### src/rtl/gforce_pkg.sv
// Shared definitions for the instruction issue path: FSM encoding, halt sentinel
// and the MIPS opcodes that benches use to assemble programs.
package gforce_pkg;

  typedef enum logic [2:0] {
    IDLE   = 3'd0,
    FETCH  = 3'd1,
    ISSUE  = 3'd2,
    WAIT   = 3'd3,
    HALTED = 3'd4
  } issue_state_t;

  localparam logic [31:0] HALT_WORD_DEFAULT = 32'hFFFF_FFFF;

  localparam logic [5:0] OP_RTYPE = 6'd0;
  localparam logic [5:0] OP_LW    = 6'd35;
  localparam logic [5:0] OP_SW    = 6'd43;

endpackage

### src/rtl/instr_store.sv
// Single-port program store: synchronous write and read; a write returns the
// written word on the read port.
module instr_store #(
  parameter int DEPTH = 64,
  parameter int AW    = $clog2(DEPTH)
) (
  input  logic          clock,
  input  logic          we,
  input  logic [AW-1:0] addr,
  input  logic [31:0]   wdata,
  output logic [31:0]   rdata
);

  logic [31:0] mem [DEPTH];

  always_ff @(posedge clock) begin
    if (we) begin
      mem[addr] <= wdata;
      rdata     <= wdata;
    end else begin
      rdata <= mem[addr];
    end
  end

endmodule

### src/rtl/instr_issuer.sv
// Instruction issue sequencer: walks a PC through the program store and presents
// each word on instrword with a one-cycle newinstr strobe, spaced by ISSUE_GAP.
module instr_issuer
  import gforce_pkg::*;
#(
  parameter int          DEPTH     = 64,
  parameter int          ISSUE_GAP = 4,
  parameter logic [31:0] HALT_WORD = HALT_WORD_DEFAULT
) (
  input  logic                     clock,
  input  logic                     reset,
  input  logic                     load_en,
  input  logic [$clog2(DEPTH)-1:0] load_addr,
  input  logic [31:0]              load_data,
  input  logic                     start,
  output logic [31:0]              instrword,
  output logic                     newinstr,
  output logic [31:0]              pc,
  output logic                     busy,
  output logic                     done,
  output logic [15:0]              issued_count
);

  localparam int            AW       = $clog2(DEPTH);
  localparam logic [AW-1:0] LAST_IDX = AW'(DEPTH - 1);
  localparam logic [7:0]    GAP_LOAD = (ISSUE_GAP == 0) ? 8'd0 : 8'(ISSUE_GAP - 1);

  issue_state_t  state;
  logic [7:0]    gap_cnt;
  logic [31:0]   word_p1;
  logic [31:0]   last_word;
  logic [AW-1:0] pc_idx;
  logic          store_we;
  logic          is_halt;

  assign pc_idx   = pc[AW+1:2];
  assign store_we = load_en && (state == IDLE || state == HALTED);

  // Stage p1: word fetched during FETCH is available in the ISSUE cycle.
  instr_store #(.DEPTH(DEPTH)) u_store (
    .clock (clock),
    .we    (store_we),
    .addr  (store_we ? load_addr : pc_idx),
    .wdata (load_data),
    .rdata (word_p1)
  );

  assign is_halt   = (word_p1 == HALT_WORD);
  assign newinstr  = (state == ISSUE) && !is_halt;
  assign instrword = newinstr ? word_p1 : last_word;

  always_ff @(posedge clock) begin
    if (reset) begin
      state        <= IDLE;
      pc           <= '0;
      busy         <= 1'b0;
      done         <= 1'b0;
      issued_count <= '0;
      gap_cnt      <= '0;
      last_word    <= '0;
    end else begin
      unique case (state)
        IDLE, HALTED: begin
          // A simultaneous load wins over start.
          if (!load_en && start) begin
            pc           <= '0;
            issued_count <= '0;
            busy         <= 1'b1;
            done         <= 1'b0;
            state        <= FETCH;
          end
        end
        FETCH: state <= ISSUE;
        ISSUE: begin
          if (is_halt) begin
            busy  <= 1'b0;
            done  <= 1'b1;
            state <= HALTED;
          end else begin
            last_word <= word_p1;
            if (issued_count != 16'hFFFF) issued_count <= issued_count + 16'd1;
            if (pc_idx == LAST_IDX) begin
              busy  <= 1'b0;
              done  <= 1'b1;
              state <= HALTED;
            end else if (ISSUE_GAP == 0) begin
              pc    <= pc + 32'd4;
              state <= FETCH;
            end else begin
              gap_cnt <= GAP_LOAD;
              state   <= WAIT;
            end
          end
        end
        WAIT: begin
          if (gap_cnt == 8'd0) begin
            pc    <= pc + 32'd4;
            state <= FETCH;
          end else begin
            gap_cnt <= gap_cnt - 8'd1;
          end
        end
        default: state <= IDLE;
      endcase
    end
  end

endmodule

### config.mk
export PLATFORM = sky130hd
export DESIGN_NAME = instr_issuer
export DESIGN_NICKNAME = d
export VERILOG_FILES = /design/src/rtl/gforce_pkg.sv /design/src/rtl/instr_store.sv /design/src/rtl/instr_issuer.sv
export SDC_FILE = /design/constraint.sdc
export NUM_CORES = 2
export LEC_CHECK = 0
export ABC_CLOCK_PERIOD_IN_PS = 10200
export BUFFER_PORTS_ARGS = -buffer_cell sky130_fd_sc_hd__buf_2
export CAP_MARGIN = 30
export CORE_ASPECT_RATIO = 0.7
export CORE_MARGIN = 3
export CORE_UTILIZATION = 58
export DETAILED_ROUTE_END_ITERATION = 6
export GPL_ROUTABILITY_DRIVEN = 0
export HOLD_SLACK_MARGIN = 0.03
export PLACE_DENSITY = 0.74
export SLEW_MARGIN = 20
export SYNTH_ARGS = -nofsm -noshare
export SYNTH_HDL_FRONTEND = slang
export SYNTH_SLANG_ARGS = --single-unit
### constraint.sdc
create_clock -name clock -period 10.2 [get_ports clock]
set_input_delay 1.53 -clock clock [delete_from_list [all_inputs] [get_ports clock]]
set_output_delay 1.53 -clock clock [all_outputs]
set_load 0.02 [all_outputs]
==> Yosys cells after proc, flatten, opt, wreduce, memory -nomap -nowiden <==
Memory sizes are Yosys's and may differ from the RTL's. A register that Yosys moved wholly into a read port is not among the register bits.
Cells that the tools add are included.
{ "totals": {"latch_bits": 0, "mem_bits_rw": 2048, "rom_bits": 0, "out_inout_bits": 83, "n_memories": 1, "word_cells": 72, "regBits": 93} }
{ "memory_table": {"columns": ["name", "words", "width", "rd", "rd_ports_with_merged_regs", "wr", "line_no", "rtl"], "rows": [
  ["u_store.mem", 64, 32, 1, 1, 1, "instr_store.sv:14", "logic [31:0] mem [DEPTH];"]
]} }
{ "classes": {"n_mux": 28, "n_bitwise": 1, "eq_ne": 14, "order_cmp": 0, "n_addsub": 3, "multipliers": 0, "shift": 0, "n_reduce_logical": 18, "div_mod_pow": 0} }
{ "op_table": {"columns": ["operator", "count"], "rows": [
  ["2-to-1 mux 32 bit", 3],
  ["one-hot mux 32 bit (2 select lines)", 1],
  ["2-to-1 mux 16 bit", 3],
  ["adder 32 x 3 -> 32 bit, second input constant", 1],
  ["equality test 32 bit, second input constant", 1],
  ["one-hot mux 16 bit (2 select lines)", 1],
  ["2-to-1 mux 8 bit", 3],
  ["adder 16 x 1 -> 16 bit, second input constant", 1],
  ["inequality test 16 bit, second input constant", 1],
  ["one-hot mux 8 bit (2 select lines)", 1],
  ["2-to-1 mux 3 bit", 4],
  ["one-hot mux 3 bit (4 select lines)", 1],
  ["inequality test 2 bit, second input constant", 5],
  ["zero test 8 bit", 1],
  ["2-to-1 mux 1 bit", 8],
  ["AND reduction 4 bit", 2],
  ["subtractor 8 x 1 -> 8 bit, second input constant", 1],
  ["equality test 3 x 2 -> 1 bit, second input constant", 2],
  ["equality test 6 bit, second input constant", 1],
  ["2-to-1 mux 6 bit", 1],
  ["AND reduction 3 bit", 2],
  ["nonzero test 2 bit", 3],
  ["one-hot mux 1 bit (2 select lines)", 2],
  ["AND reduction 2 bit", 2],
  ["other kinds (10)", 13]
]} }

==> Depth between registers and ports, before layout <==
{ "depth": {"word_depth": 5, "depth_mapped": 20, "mapped_depth_nobuf": 12} }

==> Hierarchy <==
A second synthesis with hierarchy kept.
{ "unflattened": {"cells_unflattened": 3792, "area_unflattened_um2": 82450.3} }
{ "by_module_without_submodules": {"columns": ["mod", "area_each_um2", "n_inst", "cells_each"], "rows": [
  ["instr_store", 77994.8, 1, 3298],
  ["instr_issuer", 4455.5, 1, 494]
]} }

==> Least setup slack after synthesis <==
No wires, ideal clock.
{ "synth_path": {"kind": "input -> register", "startpoint": "input load_en", "endpoint": "memory u_store.mem[33][0], enable pin", "t_arrival_ps": 5973, "required_time_ps": 9698, "setup_ps": 502, "path_buffers": 1, "path_stages": 6, "setup_slack_ps": 3726, "path_cell_list": "inv_1 -> nor3_1 -> clkbuf_1 -> mux2i_1 -> inv_1 -> nor4_1"} }
{ "synth_lines": {"columns": ["element", "line_no", "rtl"], "rows": [
  ["from (decl)", "instr_issuer.sv:12", "input logic load_en,"],
  ["logical AND 1 bit", "instr_issuer.sv:37", "assign store_we = load_en && (state == IDLE || state == HALTED);"],
  ["2-to-1 mux 6 bit", "instr_issuer.sv:43", ".addr (store_we ? load_addr : pc_idx),"],
  ["via u_store.addr[4]", "instr_store.sv:9", "input logic [AW-1:0] addr,"],
  ["to (decl)", "instr_store.sv:14", null]
]} }
The timed path passes the listed nets, and every way through them passes these cells.

==> reports/metrics.yaml <==
timing:
  clock_skew_ns: 0.0245
  worstMarginPinSlew_ns: 1.19
  tns_ns: 0
  fmax_mhz: 118
  fin_crit_sh_pct: 83.4
  rsz0062_at_grt: "no"
  slew_violations: 0
  period_needed_ns: 8.50
  max_slew_margin_pct: 20.1
  whs_ns: 0.459
  hold_viol: 0
  setup_violations: 0
logic_synthesis:
  synth.distinct_cells: 92
  syn_avg_cell_area_sq_um: 19.7
  syn_inst: 4278
  synth_edf_count: 2048
  ys_ff_latch: 2145
  synth-seq-area-share_pct: 75.2
  synth-warning-count: 0
  synth-async-reset-ratio_pct: 0
  synth_ff_type: "edfxtp_1"
  syn_area_sq_mm: 0.0844
pwr:
  powerDensity_mw_per_mm2: 191
  p_leak_uw: 0.0296
  ir_drop_v: 0.000220
clock_network:
  htree_levels: 4
  cts_tree: "yes"
  hold_buffers: 0
  clock-sinks: 2145
  clkLatencyLatePin_ns: 0.81
  clk_transition_reported_paths_ns: 0.07
  cts_resized: 0
  cts_setup_buffers: 0
  cts.root.buffer_cell: "clkbuf_16"
  cts_buffer_depth: 3
  numCtsBuffers: 181
setup_path:
  crit_fanout: 53
  worst_r2r_path_depth: 15
  crit_buf_inv: 6
  rr_endpoint: "last_word[20]$_SDFFE_PP0N_"
  cp.required_ns: 8.67
  cp-end-kind: "output pin"
  crit_path_start_kind: "register"
  worstSetupPathType: "register to output pin"
  critPathTopFamily: "simple AND/OR/NAND/NOR gates"
  max_stage_delay_ns: 0.79
  rrSetupSlack_ns: 4.05
  path_cells: "buf_4 -> or2_2 -> buf_4 -> o221ai_1 -> a21oi_1 -> o21ai_0 -> nor4_1 -> buf_2 -> buf_4 -> or4_1 -> or4_4 -> or4_4 -> nand2_4 -> inv_2 -> a21oi_1 -> buf_2"
  crit_path_top_delay_cell: "or4_4"
  crit_top_cell: "buf_4"
  arrival_ns: 6.97
global_routing:
  grt_pass1_wl_mm: 333
  track_usage_pct: 31.6
  grt_max_degree: 108
  grt-ovfl-total: 0
  antenna_found_initial: 12
  grt_pass1_vias: 44042
cells_and_area:
  nNetsFinal: 4570
  drive_above_1_share_pct: 22.5
  final_cell_mix: "2048 x edfxtp_1, 350 x mux4_2, 328 x mux2i_1"
  area_delta_synth_final_pct: 10.8
  layout_commonest_cell: "edfxtp_1"
  fin_area_sq_mm: 0.0936
detailed_routing:
  drtPass1Iterations: 7
  via_count: 46281
  drc: 0
  detail-route-antenna-nets: 0
  drt_iter0_drc: 8178
  vias_per_cell: 7.05
  wl_mm: 237
  wl_per_cell_microns: 36.1
place:
  dpl_cell_area_sq_mm: 0.0876
  io_buffers: 122
  post-dp-hpwl_mm: 136
die:
  ioPinCount: 125
  fp.dieW_microns: 462
  start_util_pct: 58.7
  die_area_sq_mm: 0.150
  die_h_microns: 325
  core_area_sq_mm: 0.144
  rows: 116
min_path:
  holdPathEnd: "last_word[13]$_SDFFE_PP0N_"
  holdPathStages: 2
  hold_start: "last_word[13]$_SDFFE_PP0N_"
  hold_path.class: "register to register"
status:
  status: "finished, final reports clean"
run:
  cap_violations: 0
[worst reg2reg max path, delay by kind of cell, from the launching register on]
family / cells / cell delay [ns]
simple gates: 6 / 2.73
buf+inv: 5 / 1.38
compound gates: 4 / 1.36
flops: 1 / 0.60
[per-layer routing]
metal	vias up	GRT usage, %	routed length (microns)
li1	18110	-	-
met5	-	0	56
met4	8	11.5	9090
met1	23697	45.7	85500
met3	545	10.7	36900
met2	3921	45.1	105000
[synth_stat cells, drive strengths merged, types with 56 or more instances]
library cell	count	share of area [%]
nand2	183	0.82
buf	167	2.0
a21oi	103	0.61
edfxtp	2048	73
mux4	391	11
dfxtp	97	2.3
clkbuf	63	0.28
nor2	156	0.70
mux2i	328	3.9
nand3	91	0.54
nor3	56	0.33
o21ai	72	0.43
a22oi	93	0.83
[sequential cells by signal (all words and copies together), names as in the netlist, named ones only]
signal	flops
gap_cnt	8
state	3
done	1
pc	30
busy	1
issued_count	16
u_store.mem	2048
last_word	32
[area by class of cell]
cell class,instances,area (sq um)
antenna,3,7.51
clock buffer,215,4800
clock inverter,119,1070
fill,9216,50100
inverter,19,71.3
multi-input combinational,1885,19500
sequential,2145,63500
tap,1888,2360
timing repair buffer,293,2320
[cells by family (layout without fill, tap and decap cells)]
logic type / Yosys count / after routing / synth area share [%]
xor gates and xnor gates: 23 / 23 / 0.239
adders and majority gates: 3 / 3 / 0.0445
AOI/OAI and AO/OA: 457 / 457 / 3.61
other: 1 / 5 / 0.00444
buffers and inverters: 249 / 646 / 2.37
and+or+nand+nor: 663 / 663 / 3.83
DFF: 2145 / 2145 / 75.2
muxes: 737 / 737 / 14.7
[stage by stage]
stage / setup slack, ns / util (%) / power (uW) / cells
finish: 1.70 / 65.1 / 17900 / 6567
global route: 1.63 / 65.1 / 18300 / 6566
global placement: 2.69 / 60.6 / 11000 / 6200
floorplan: 3.73 / - / 10600 / 4279
detailed placement: 2.71 / 60.9 / 11100 / 6222
CTS: 1.82 / 65.0 / 17900 / 6556
[worst max-delay path by stage]
stage,endpoint,slack [ns],depth (start not counted)
2_1_floorplan,u_store.mem[33][0]$_DFFE_PP_,3.73,6
3_3_place_gp,instrword[26],2.69,15
3_5_place_dp,instrword[26],2.71,16
4_1_cts,instrword[26],1.82,16
5_1_grt,instrword[26],1.63,16
6_report,instrword[26],1.70,16
[power by group]
| group | total, uW | leakage (uW) | internal (uW) | switching, uW |
|---|---|---|---|---|
| clock network | 6940 | 0.00289 | 3800 | 3140 |
| logic | 1210 | 0.00747 | 393 | 814 |
| registers | 9730 | 0.0192 | 9690 | 37.6 |
Power figures use the tool's default switching activity.
